==> config.mk <==
export PLATFORM = sky130hd
export DESIGN_NAME = hit_judge
export DESIGN_NICKNAME = d
export VERILOG_FILES = /design/src/rtl/game_pkg.sv /design/src/rtl/btn_debounce.sv /design/src/rtl/hit_judge.sv
export SDC_FILE = /design/constraint.sdc
export NUM_CORES = 1
export LEC_CHECK = 0
export BUFFER_PORTS_ARGS = -buffer_cell sky130_fd_sc_hd__buf_4
export CAP_MARGIN = 20
export CORE_ASPECT_RATIO = 0.9
export CORE_MARGIN = 2
export CORE_UTILIZATION = 50
export CTS_BUF_LIST = sky130_fd_sc_hd__clkbuf_8
export DETAILED_ROUTE_END_ITERATION = 7
export GPL_TIMING_DRIVEN = 0
export PLACE_DENSITY = 0.71
export SETUP_SLACK_MARGIN = 0.4
export SYNTH_ARGS = -nofsm -noshare
export SYNTH_HDL_FRONTEND = slang
export SYNTH_SLANG_ARGS = --single-unit
==> constraint.sdc <==
create_clock -name clk -period 13.63 [get_ports clk]
set_input_delay 0.6815 -clock clk [delete_from_list [all_inputs] [get_ports clk]]
set_output_delay 0.6815 -clock clk [all_outputs]
set_load 0.01 [all_outputs]
==> src/rtl/game_pkg.sv <==
// game_pkg: shared lane geometry and judgement classes for the falling-tile game
package game_pkg;
  localparam int NUM_LANES = 4;
  localparam int SCREEN_H = 480;
  localparam int LANE_W = 160;
  localparam int TILE_H = 100;
  localparam logic [1:0] J_NONE = 2'd0;
  localparam logic [1:0] J_BAD = 2'd1;
  localparam logic [1:0] J_GOOD = 2'd2;
  localparam logic [1:0] J_PERFECT = 2'd3;
endpackage

==> src/rtl/btn_debounce.sv <==
// btn_debounce: 2-FF synchroniser, stable-time debounce and one-cycle rising-edge press
module btn_debounce #(
  parameter int DB_CYCLES = 500000
) (
  input logic clk,
  input logic reset,
  input logic b,
  output logic press
);
  localparam int CW = $clog2(DB_CYCLES + 1);
  logic s0, s1, db, db_q;
  logic [CW-1:0] cnt;
  always_ff @(posedge clk)
    if (reset) begin
      s0 <= 1'b0;
      s1 <= 1'b0;
      db <= 1'b0;
      db_q <= 1'b0;
      cnt <= '0;
    end else begin
      s0 <= b;
      s1 <= s0;
      db_q <= db;
      if (s1 == db) cnt <= '0;
      else if (cnt == CW'(DB_CYCLES - 1)) begin
        db <= s1;
        cnt <= '0;
      end else cnt <= cnt + 1'b1;
    end
  assign press = db & ~db_q;
endmodule

==> src/rtl/hit_judge.sv <==
// hit_judge: per-lane press judgement, miss detection, lockout, saturating score and combo
module hit_judge
  import game_pkg::*;
#(
  parameter int DB_CYCLES = 500000,
  parameter int TILE_H = game_pkg::TILE_H,
  parameter int HIT_ROW = 400,
  parameter int PERF_TOL = 8,
  parameter int GOOD_TOL = 24,
  parameter int MISS_Y = SCREEN_H
) (
  input logic clk,
  input logic reset,
  input logic b1,
  input logic b2,
  input logic b3,
  input logic b4,
  input logic [9:0] t1,
  input logic [9:0] t2,
  input logic [9:0] t3,
  input logic [9:0] t4,
  output logic [NUM_LANES-1:0] hit,
  output logic [NUM_LANES-1:0] perfect,
  output logic [NUM_LANES-1:0] miss,
  output logic [NUM_LANES-1:0] clr,
  output logic [14:0] scores,
  output logic [7:0] combo
);
  logic [NUM_LANES-1:0] b, press, hv, pv, bad, mis;
  logic [NUM_LANES-1:0][9:0] t;
  logic [3:0] add, nh;
  logic [15:0] ssum;
  logic [8:0] csum;
  assign b = {b4, b3, b2, b1};
  assign t = {t4, t3, t2, t1};
  for (genvar i = 0; i < NUM_LANES; i++) begin : g_lane
    logic [10:0] d, ad;
    logic [9:0] pt;
    logic lk;
    logic [1:0] c;
    btn_debounce #(.DB_CYCLES(DB_CYCLES)) u_db (
      .clk(clk),
      .reset(reset),
      .b(b[i]),
      .press(press[i])
    );
    assign d = {1'b0, t[i]} + 11'(TILE_H) - 11'(HIT_ROW);
    assign ad = d[10] ? -d : d;
    assign c = !press[i] ? J_NONE
             : (lk || t[i] == '0 || ad > 11'(GOOD_TOL)) ? J_BAD
             : ad <= 11'(PERF_TOL) ? J_PERFECT : J_GOOD;
    assign hv[i] = c == J_GOOD || c == J_PERFECT;
    assign pv[i] = c == J_PERFECT;
    assign bad[i] = c == J_BAD;
    assign mis[i] = t[i] == 10'(MISS_Y) && pt != 10'(MISS_Y) && !lk;
    always_ff @(posedge clk)
      if (reset) begin
        pt <= '0;
        lk <= 1'b0;
      end else begin
        pt <= t[i];
        lk <= hv[i] || mis[i] || (lk && t[i] != '0);
      end
  end
  always_comb begin
    add = '0;
    nh = '0;
    for (int k = 0; k < NUM_LANES; k++) begin
      add = add + 4'(hv[k]) + 4'(pv[k]);
      nh = nh + 4'(hv[k]);
    end
    ssum = 16'(scores) + 16'(add);
    csum = 9'(combo) + 9'(nh);
  end
  always_ff @(posedge clk)
    if (reset) begin
      hit <= '0;
      perfect <= '0;
      miss <= '0;
      clr <= '0;
      scores <= '0;
      combo <= '0;
    end else begin
      hit <= hv;
      perfect <= pv;
      miss <= mis;
      clr <= hv | mis;
      scores <= ssum > 16'd32767 ? 15'd32767 : ssum[14:0];
      combo <= |(bad | mis) ? 8'd0 : csum > 9'd255 ? 8'd255 : csum[7:0];
    end
endmodule
==> metrics, run 1 <==
status=finished clean; Synth cell types=73; P_int=0.733 mW; Detailed Routing Iterations Pass 1=5; Final GP Congestion=0.872; nature of the critical path endpoint=flip-flop; crit path launch=t3[2]; nets=1185; Antenna diodes=0; Static Leak=3.74 nW; CP required=14.02 ns; via count=7393; die area=18600 sq um; Final setup viols=0; maximum vdd drop=49.1 uV; clock skew=0.0135 ns; post-cts gate resize count=0; Slew @ Worst Pin=0.733 ns; vias per cell=5.46; initial drt markers=589; CP Max Fanout=10; IO buf count=74; most frequent CP cell=fa_1; min Tclk post-route=6.61 ns; Post-Synth Simple-Gate Area=28.7%; register area share after synthesis=39.9%; EDFF count, synth=0; Fmax achieved=151 MHz; warning count from the yosys run=0; Core Footprint=17100 sq um; Area Overhead vs Synth=14.3%; Clock Tree Buf Depth=2; Root Driver=clkbuf_8; post-synthesis adder-cell area fraction=5.10%; Crit path arrival time=7.00 ns; post-synth net total=1091; first-pass GRT wire length=32500 um; Hold Buf Count CTS=0; Final ANT Viol Nets=0; Detail Placement HPWL=14400 um; HP Start=b1; vias in the first global route=6751; most common cell after layout, fill and taps aside=dfxtp_1; switch share=25.0%; Gate power share=9.5%; Slew headroom=50.7%; Synth Area in Compound Gates=11.2%; share of Yosys cell area claimed by the top area cell type=39.9%; Setup CP Type=input port to flip-flop; switching power total=0.244 mW; largest family of logic cells by synthesized area=simple AND/OR/NAND/NOR gates; Post-synth ARST share=0%; Syn Std Cell Area=8780 sq um; slowest stage delay, CP=0.60 ns; Worst-path clk slew=0.09 ns; Die Y=130 um; Ports=85; XOR/XNOR share of the synthesized area=10.3%; clock tree from TritonCTS=done; Clock Sinks=175; # DRC=0; Setup Buffers After CTS=0; syn_area_per_cell=8.66 sq um; Die Width=144 um; largest net degree at the start of global routing=17; proportion of synthesized area in mux cells=1.40%; FF-to-FF Start=g_lane[2].lk; setup TNS=0 ns; Final period util=48.5%; CP max-delay cell=fa_1; GRT Overall Usage=21.7%; H-tree depth=4; row count=45; worst min path class=input port to flip-flop; sequential fraction of design power=53.3%; final-report hold violation count=0; Final Routed Wirelength=19700 um; Clock Power Share=37.2%; share of layout cells above drive strength 1=11.3%; DR WL/cell=14.5 um; nature of the critical path startpoint=input port; count of final max-slew check failures=0; Remaining Overflow, GRT=0; FF+latch count, synth=175; cell taking the most area after synthesis=dfxtp_1; Starting Density=51.5%; most frequent cells in the layout=175 x dfxtp_1, 140 x nor2_1, 75 x buf_4, 59 x xor2_1; Max Cap Viol=0; RSZ-0062 raised after global routing=false; worst skew pair latency=0.46 ns; Final Core Density=58.9%; Synth Flop Type=dfxtp_1; worst path cell trace=buf_4, clkbuf_1, inv_1, ha_1, nor4b_1, nand3_1, mux2i_1, a32o_1, nand3_1, or4_1, clkbuf_1, fa_1, fa_1, fa_1, fa_1, nor2b_1, o21ai_0, a21boi_0, o21ai_1, or3_1, clkbuf_1, a21oi_1; Mapped Cells=1014; Area contributors post-synth=dfxtp_1 40%, nor2_1 6.0%, xor2_1 5.9%; CTS Buf Count=17; cell area power density=97.3 nW/um^2; initial antenna violation count=0
## synthesized netlist by cell type, drive strengths merged, types with 3 or more instances
cell    count
dfxtp     175
nor2      140
xor2       59
nand3      54
nor2b      54
nand2      50
xnor2      44
a21oi      41
inv        35
nand4      32
nor3       31
clkbuf     29
o21ai      24
ha         23
and3       18
nor4       15
a31oi      12
buf        11
or3        11
mux2i      10
a21o        9
and4        8
fa          8
nand4b      8
nor4b       8
a211oi      7
nand2b      7
or2         6
or3b        6
and4b       5
o21a        5
o31ai       5
or4         5
a211o       4
nand3b      4
o211ai      4
a21boi      3
a221oi      3
a41oi       3
and2        3
nor4bb      3
o21bai      3
o311ai      3
## metrics by stage
| stage | std cells | cell area (sq um) | setup WS [ns] | hold slack (ns) | power, mW |
|---|---|---|---|---|---|
| 6_report | 1355 | 10000 | 7.02 | 0.428 | 0.977 |
| 5_1_grt | 1355 | 10000 | 6.54 | 0.409 | 1.02 |
| 4_1_cts | 1355 | 10000 | 7.11 | 0.403 | 0.984 |
| 3_5_place_dp | 1324 | 9640 | 6.62 | 0.435 | 0.624 |
| 3_3_place_gp | 1323 | 9630 | 6.71 | 0.417 | 0.622 |
| 2_1_floorplan | 1014 | 8780 | 7.54 | 0.414 | 0.594 |
## final timing paths
| path | to | cells past startpoint | slack [ns] |
|---|---|---|---|
| max | scores[4] | 22 | 7.02 |
| min | g_lane[0].u_db.s0 | 2 | 0.43 |
| max reg2reg | scores[4] | 17 | 8.49 |
| min reg2reg | g_lane[3].u_db.s1 | 1 | 0.45 |
## power groups by stage
| stage | sequential [mW] | clock (mW) | combinational (mW) |
|---|---|---|---|
| 5_1_grt | 0.522 | 0.395 | 0.102 |
| 3_5_place_dp | 0.533 | 0 | 0.0905 |
| 6_report | 0.521 | 0.363 | 0.0924 |
| 2_1_floorplan | 0.532 | 0 | 0.0614 |
| 3_3_place_gp | 0.533 | 0 | 0.0896 |
| 4_1_cts | 0.521 | 0.372 | 0.0910 |
## critical path, delay by kind of cell
kind            cells  cell delay, ns
compound gates      5            0.90
fa+ha+maj           5            2.26
buf+inv             5            1.10
mux                 1            0.18
simple gates        6            1.89
## kinds of logic (layout without fill, tap and decap cells)
family,Yosys count,count (layout)
and+or+nand+nor,473,473
DFF,175,175
AOI/OAI and AO/OA,145,145
xor gates and xnor gates,103,103
buffers and inverters,75,181
adders and majority gates,31,31
muxes,12,12
## state kept, by name, indices dropped and copies added (netlist names), 8 cells and up
register,flops
g_lane.u_db.cnt,76
g_lane.pt,40
scores,15
combo,8
## layer usage
metal  wire [um]  GRT usage, %  up-vias  part of all wire (%)
li1            -             -     3755                     -
met1        9660          30.8     3438                    49
met2        8730          33.3      174                    44
met3         945          4.11       26                   4.8
met4         321          7.32        0                   1.6
met5           0             0        -                     0
## area by class of cell
type                            count  area, sq um
Tap cell                          235          294
Clock buffer                       20          275
Buffer                             40          171
Timing Repair Buffer               75          561
Clock inverter                     11          128
Inverter                           35          131
Sequential cell                   175         3500
Multi-Input combinational cell    764         4980
Fill cell                        1549         7020
Power figures use the tool's default switching activity.
==> run 2, diff against run 1 <==
PLACE_DENSITY = 0.74   (was 0.71)
clock period = 5.6 ns   (was 13.63 ns; I/O delays follow)
==> metrics, run 2 (synthesized netlist as in run 1, its figures left out) <==
# DRC=0; Core Footprint=17100 sq um; CP Max Fanout=9; WHS Path Cells=2; HP Start=b4; CP required=5.93 ns; Detailed Routing Iterations Pass 1=5; Ports=85; worst min path class=input port to flip-flop; Worst-path clk slew=0.09 ns; nets=1197; clock skew=0.0165 ns; RSZ-0062 raised after global routing=true; status=finished clean; Clock Sinks=175; Final Routed Wirelength=20400 um; nature of the critical path endpoint=flip-flop; r2r setup slk=0.80 ns; die area=18600 sq um; Worst Path Buf+Inv=5; Post-Place Setup Slack=-0.220 ns; final-report hold violation count=0; via count=7528; CTS Buf Count=17; largest net degree at the start of global routing=17; vias in the first global route=6903; H-tree depth=4; Max Cap Viol=0; worst path cell trace=buf_4, ha_2, buf_6, o21a_1, o31ai_4, and2_1, buf_6, a32o_2, nand3_1, or4_1, clkbuf_8, fa_1, fa_1, fa_1, fa_2, inv_2, fa_2, a21o_1, a21oi_2, and4b_2, nand2_2, nor2_2, and3b_1, nor3_2; Static Leak=3.85 nW; Crit path arrival time=5.56 ns; most frequent CP cell=fa_1; Hold Buf Count CTS=0; Final GP Congestion=0.877; Area Overhead vs Synth=18.8%; row count=45; Final Core Density=61.2%; slowest stage delay, CP=0.59 ns; Clock Tree Buf Depth=2; IO buf count=74; FF-to-FF Start=g_lane[2].lk; Worst Hold End=g_lane[3].u_db.s0; Top reg by flops=g_lane.u_db.cnt; top flop regs=g_lane.u_db.cnt: 76 flops, g_lane.pt: 40 flops, scores: 15 flops; Detail Placement HPWL=14500 um; Final setup viols=0; vias per cell=5.50; GRT Overall Usage=22.0%; Antenna diodes=0; Final period util=93.5%; most common cell after layout, fill and taps aside=dfxtp_1; Setup CP Type=input port to flip-flop; DR WL/cell=14.9 um; maximum vdd drop=144 uV; cell area power density=236 nW/um^2; worst skew pair latency=0.46 ns; Starting Density=51.5%; Worst Slack Setup Final=0.366 ns; initial antenna violation count=0; fill count=1503; nature of the critical path startpoint=input port; first-pass GRT wire length=32900 um; Remaining Overflow, GRT=0; min Tclk post-route=5.23 ns; Reg2Reg Depth=19; share of layout cells above drive strength 1=16.1%; clock tree from TritonCTS=done; Slew headroom=51.7%; Fmax achieved=191 MHz; Worst R2R End=scores[14]; count of final max-slew check failures=0; Root Driver=clkbuf_8; Final ANT Viol Nets=0; CP max-delay cell=fa_1; setup TNS=0 ns; max reg flops=76; Slew @ Worst Pin=0.724 ns; Worst path top cell family by delay=adder cells; Die Y=130 um; Die Width=144 um; initial drt markers=519; most frequent cells in the layout=175 x dfxtp_1, 138 x nor2_1, 84 x buf_4, 59 x xor2_1, 54 x nand3_1
## run 2: metrics by stage
step	instance area, sq um	hold WS, ns	std cells	total power, mW
CTS	10200	0.0214	1360	2.47
finish	10400	0.0436	1368	2.47
floorplan	8890	0.408	1014	1.45
global placement	9740	0.418	1323	1.52
global route	10400	0.0444	1368	2.56
detailed placement	9740	0.429	1324	1.53
## run 2: worst max path at each step
stage	startpoint	endpoint	slack [ns]	depth (start not counted)
floorplan	t1[2]	scores[14]	0.32	23
global placement	t3[3]	scores[14]	-0.16	24
detailed placement	t3[3]	scores[14]	-0.22	24
CTS	t1[2]	scores[14]	0.40	24
global route	t1[2]	scores[6]	0.1	22
finish	t3[3]	scores[14]	0.37	24
## run 2: routing by layer
metal | share of wire [%] | track usage (%)
met1 | 50 | 31.1
met2 | 45 | 34.1
met3 | 4.0 | 4.15
met4 | 1.7 | 7.09
met5 | 0 | 0
## run 2: final cells by class
| cell class | count | area (sq um) | share of cell area (%) |
|---|---|---|---|
| sequential | 175 | 3500 | 33.6 |
| clock buffer | 19 | 262 | 2.50 |
| buffer | 40 | 223 | 2.13 |
| tap | 235 | 294 | 2.82 |
| clock inverter | 13 | 180 | 1.73 |
| timing repair buffer | 87 | 676 | 6.47 |
| inverter | 35 | 136 | 1.31 |
| multi-input combinational | 764 | 5170 | 49.5 |
## run 2: power breakdown
| part | total (mW) | internal (mW) | switching [mW] |
|---|---|---|---|
| clock network | 0.954 | 0.474 | 0.481 |
| logic | 0.246 | 0.0990 | 0.147 |
| registers | 1.27 | 1.26 | 0.00592 |
| total | 2.47 | 1.83 | 0.633 |
## run 2: worst register-to-register path, stage by stage (launching register included)
cell and delay (ns):
dfxtp_1 0.35, a41oi_1 0.19, nand2_1 0.08, a41oi_1 0.16
nand3_1 0.12, or4_1 0.54, clkbuf_8 0.16, fa_1 0.47
fa_1 0.59, fa_1 0.45, fa_2 0.38, inv_2 0.07
fa_2 0.19, a21o_1 0.12, a21oi_2 0.05, and4b_2 0.33
nand2_2 0.07, nor2_2 0.11, and3b_1 0.18, nor3_2 0.04
## run 2: what timing repair did
item	4_1_cts	5_1_grt
gates resized for setup	4	34
hold endpoints to repair	0	0
cloned	0	1
buffers inserted	4	7
pin swaps	3	22
setup endpoints to repair	7	15
